--- config.mk ---
export PLATFORM = sky130hd
export DESIGN_NAME = bitcoin_nonce_dispatch
export DESIGN_NICKNAME = d
export VERILOG_FILES = /design/src/rtl/bitcoin_nonce_dispatch.sv
export SDC_FILE = /design/constraint.sdc
export NUM_CORES = 1
export LEC_CHECK = 0
export CORE_AREA = 8 8 401 403
export DETAILED_ROUTE_END_ITERATION = 10
export DIE_AREA = 0 0 409 411
export SLEW_MARGIN = 30
export SYNTH_ARGS = -nofsm -noshare
export SYNTH_HDL_FRONTEND = slang
export SYNTH_SLANG_ARGS = --single-unit
--- constraint.sdc ---
create_clock -name clk -period 22.4 [get_ports clk]
set_input_delay 3.36 -clock clk [delete_from_list [all_inputs] [get_ports clk]]
set_output_delay 3.36 -clock clk [all_outputs]
set_load 0.05 [all_outputs]
--- src/rtl/bitcoin_nonce_dispatch.sv ---
// Sweeps nonces through one simplified_sha256 worker: phase 2 on the header tail, then
// phase 3 on the phase-2 digest, writing word 0 of each final digest to memory.
module bitcoin_nonce_dispatch #(
    parameter int unsigned NUM_NONCES = 16,
    parameter int unsigned ADDR_W     = 16
) (
    input  logic              clk,
    input  logic              reset,
    input  logic              start,
    input  logic [31:0]       midstate [8],
    input  logic [31:0]       msg_tail [3],
    input  logic [ADDR_W-1:0] output_addr,
    output logic              busy,
    output logic              done,
    output logic              mem_we,
    output logic [ADDR_W-1:0] mem_addr,
    output logic [31:0]       mem_write_data,
    output logic              w_start,
    output logic              w_phase_sel,
    output logic [3:0]        w_nonce,
    output logic [31:0]       w_hi [8],
    output logic [31:0]       w_msg_tail [3],
    input  logic [31:0]       w_ho [8],
    input  logic              w_finish
);

    typedef enum logic [2:0] {
        StIdle,
        StP2Go,
        StP2Wait,
        StP3Go,
        StP3Wait,
        StWrite,
        StFin
    } state_e;

    state_e              state_q, state_d;
    logic [4:0]          nonce_q;
    logic [31:0]         mid_q  [8];
    logic [31:0]         tail_q [3];
    logic [31:0]         dig2_q [8];
    logic [31:0]         res_q;
    logic [ADDR_W-1:0]   base_q;

    logic latch_en, cap2_en, cap3_en, nonce_inc, last_nonce;

    assign last_nonce = (nonce_q == 5'(NUM_NONCES - 1));

    always_comb begin
        state_d   = state_q;
        latch_en  = 1'b0;
        cap2_en   = 1'b0;
        cap3_en   = 1'b0;
        nonce_inc = 1'b0;
        unique case (state_q)
            StIdle: begin
                if (start) begin
                    latch_en = 1'b1;
                    state_d  = StP2Go;
                end
            end
            StP2Go: state_d = StP2Wait;
            StP2Wait: begin
                if (w_finish) begin
                    cap2_en = 1'b1;
                    state_d = StP3Go;
                end
            end
            StP3Go: state_d = StP3Wait;
            StP3Wait: begin
                if (w_finish) begin
                    cap3_en = 1'b1;
                    state_d = StWrite;
                end
            end
            StWrite: begin
                if (last_nonce) begin
                    state_d = StFin;
                end else begin
                    nonce_inc = 1'b1;
                    state_d   = StP2Go;
                end
            end
            StFin: state_d = StIdle;
            default: state_d = StIdle;
        endcase
    end

    always_ff @(posedge clk or posedge reset) begin
        if (reset) begin
            state_q <= StIdle;
            nonce_q <= '0;
            res_q   <= '0;
            base_q  <= '0;
            for (int i = 0; i < 8; i++) begin
                mid_q[i]  <= '0;
                dig2_q[i] <= '0;
            end
            for (int i = 0; i < 3; i++) begin
                tail_q[i] <= '0;
            end
        end else begin
            state_q <= state_d;
            if (latch_en) begin
                nonce_q <= '0;
                base_q  <= output_addr;
                mid_q   <= midstate;
                tail_q  <= msg_tail;
            end
            if (nonce_inc) begin
                nonce_q <= nonce_q + 5'd1;
            end
            if (cap2_en) begin
                dig2_q <= w_ho;
            end
            if (cap3_en) begin
                res_q <= w_ho[0];
            end
        end
    end

    // Worker-facing signals decode from state so they stay put across each *_WAIT.
    always_comb begin
        busy           = (state_q != StIdle);
        done           = (state_q == StFin);
        mem_we         = (state_q == StWrite);
        mem_addr       = mem_we ? (base_q + ADDR_W'(nonce_q)) : '0;
        mem_write_data = mem_we ? res_q : '0;
        w_start        = (state_q == StP2Go) || (state_q == StP3Go);
        w_phase_sel    = (state_q == StP3Go) || (state_q == StP3Wait);
        w_nonce        = nonce_q[3:0];
        w_msg_tail     = tail_q;
        for (int i = 0; i < 8; i++) begin
            w_hi[i] = w_phase_sel ? dig2_q[i] : mid_q[i];
        end
    end

endmodule
==> flow_summary.json <==
{
  "clkLatencyLatePin_ns": 0.68,
  "cts_hold_buf": 0,
  "finClkSkew_ns": 0.0181,
  "synth_top_area_frac": 0.580,
  "max_cap_violations": 0,
  "seq_area_mm2": 0.0166,
  "crit_fanout": 55,
  "synth_area_leaders": "dfrtp_1 (58%), mux2_1 (25%), mux2_2 (11%)",
  "die_x_um": 409,
  "die_area_mm2": 0.168,
  "synth_xor_area_frac": 0.00336,
  "setup_tns_ns": 0,
  "clockBufferDepth": 3,
  "viasPerCell": 3.88,
  "cts-buffers-inserted": 83,
  "final_nets": 3497,
  "power.density_mw_per_mm2": 182,
  "place_hpwl_mm": 85.4,
  "worst_pin_slew_ns": 0.954,
  "antenna_found_initial": 28,
  "fin_ws_ns": 14.38,
  "grt_pass1_vias": 21277,
  "ys_ff_latch": 664,
  "syn_inst": 1827,
  "synth_compound_area_frac": 0.00743,
  "gr-usage-met1": 0.146,
  "grt_max_degree": 147,
  "post-route-period-util": 0.358,
  "drive_above_1_share": 0.152,
  "syn-num-nets": 2463,
  "ant_nets": 0,
  "post_synth_and_or_nand_nor_area_fraction": 0.0152,
  "met3_usage": 0.0443,
  "htreeDepth": 3,
  "crit_type": "reg2out",
  "post_cts_buffers": 0,
  "gp_congestion": 0.816,
  "pre_cts_slack_ns": 14.21,
  "maxSlewHeadroom": 0.364,
  "synth_area_per_cell_um2": 15.7,
  "stdcell_count": 5004,
  "drt_wl_total_mm": 111,
  "ys_seq_area_frac": 0.580,
  "cts_resized": 0,
  "grt_use_met2": 0.219,
  "gr-max-usage-layer": "met2",
  "cp.arrival_ns": 4.66,
  "synthAdderAreaFrac": 0.00376,
  "cp-end-kind": "output pin",
  "cts_root_buf": "clkbuf_16",
  "synth_top_family_by_area": "multiplexers",
  "yosysWarnings": 0,
  "grt_pass1_wl_mm": 157,
  "worstSetupStartpoint": "state_q[2]",
  "status": "completed",
  "synth_area_mm2": 0.0286,
  "core_mm2": 0.155,
  "portBuffers": 1036,
  "initial_core_util": 0.185,
  "finalPower_w": 0.00797,
  "min_period_ns": 8.02,
  "hold_path.class": "reg2reg",
  "first_iter_violations": 825,
  "row_count": 145,
  "grt_usage": 0.126,
  "synthArstFlopShare": 1.00,
  "nFillCells": 15791,
  "ios": 1037,
  "slew_viol_final": 0,
  "synth_top_flop_cell": "dfrtp_1",
  "fp.dieH_um": 411,
  "vias": 19392,
  "setup_violations": 0,
  "wl_per_cell_um": 22.1,
  "fin_hold_ws_ns": 0.474,
  "yosys.area.top_type": "dfrtp_1",
  "p_leak_nw": 17.4,
  "clock-sinks": 664,
  "final_hold_viol_count": 0,
  "rsz0062_at_grt": "false",
  "fmax_ghz": 0.125,
  "synth_edf_count": 0,
  "critPathLaunchType": "flop",
  "cts_tree": "built",
  "ys_types": 38,
  "synthMuxAreaShare": 0.359,
  "vdd_drop_max_uv": 111,
  "hp-start": "mid_q[205]",
  "dp.cells": 4832,
  "areaGrowthSynthToFinish_pct": 53.1,
  "dr.pass1.iters": 4,
  "post-route-drc-count": 0,
  "mostFrequentLayoutCells": "clkdlybuf4s50_1 (1035), dfrtp_1 (664), mux2_1 (631), mux2_2 (282), clkbuf_16 (84)",
  "reg2reg_from": "state_q[2]",
  "cp.required_ns": 19.04,
  "multi_input_area_mm2": 0.0112,
  "clk_pin_slew_worst_paths_ns": 0.05,
  "grt_overflow": 0,
  "mostFrequentLayoutCell": "clkdlybuf4s50_1"
}
==> layout make-up <==
type / count / share of cell area
clock inverter: 22 / 0.00517
timing repair buffer: 1061 / 0.243
multi-input combinational: 1043 / 0.255
antenna: 18 / 0.00103
inverter: 8 / 0.000857
tap: 2058 / 0.0588
sequential: 664 / 0.379
clock buffer: 130 / 0.0576
==> power breakdown <==
| group | internal [W] | total, W | switching [W] |
|---|---|---|---|
| clock network | 0.000791 | 0.00134 | 0.000554 |
| logic | 0.00170 | 0.00445 | 0.00275 |
| registers | 0.00182 | 0.00218 | 0.000364 |
| total | 0.00430 | 0.00797 | 0.00367 |
==> synthesized netlist by cell type (3+ instances only) <==
master    instances
a211oi_1          3
and2_1           33
and3_1            6
buf_2            40
buf_4            30
buf_6            36
clkbuf_1          5
dfrtp_1         664
ha_1              7
inv_1             8
mux2_1          631
mux2_2          282
nand2_1           6
nand4_1           3
nor2_1           19
nor2b_1           3
nor3_1            3
o21ai_0          11
xor2_1           11
==> flip-flops by register name (all words and copies together) (netlist names) <==
signal      flops
w_msg_tail     96
mid_q         256
base_q         16
nonce_q         5
dig2_q        256
res_q          32
state_q         3
==> stage by stage <==
step / utilization / cell area [um2]
4_1_cts: 0.282 / 43700
3_5_place_dp: 0.265 / 41000
6_report: 0.283 / 43800
2_1_floorplan: - / 28600
5_1_grt: 0.283 / 43800
3_3_place_gp: 0.265 / 41000
==> cells by family after synthesis <==
group / count (synthesis)
AOI/OAI and AO/OA: 32
xor gates and xnor gates: 11
adders and majority gates: 8
buffers and inverters: 120
DFF: 664
muxes: 913
and+or+nand+nor: 79
==> worst max-delay path: stages (launching register included) <==
cell and delay, ns:
dfrtp_1 0.43, nor2b_1 0.20, nand2_1 0.13, o21ai_4 0.08, buf_4 0.51, buf_4 0.61
buf_4 0.72, mux2_2 0.41, clkdlybuf4s50_1 0.72
==> per-layer routing <==
layer	vias to the layer above	wire length (um)
li1	8613	-
met1	9964	42900
met2	656	55800
met3	151	9220
met4	8	2700
met5	-	48
==> worst paths after layout <==
path,end,slack [ns],depth (start not counted)
max,w_hi[229],14.38,8
min,mid_q[205],0.47,1
max reg2reg,mid_q[229],17.41,7
min reg2reg,mid_q[205],0.47,1
max in group asynchronous,mid_q[224],15.88,7
min in group asynchronous,mid_q[89],3.18,2
(Power assumes the default switching activity.)
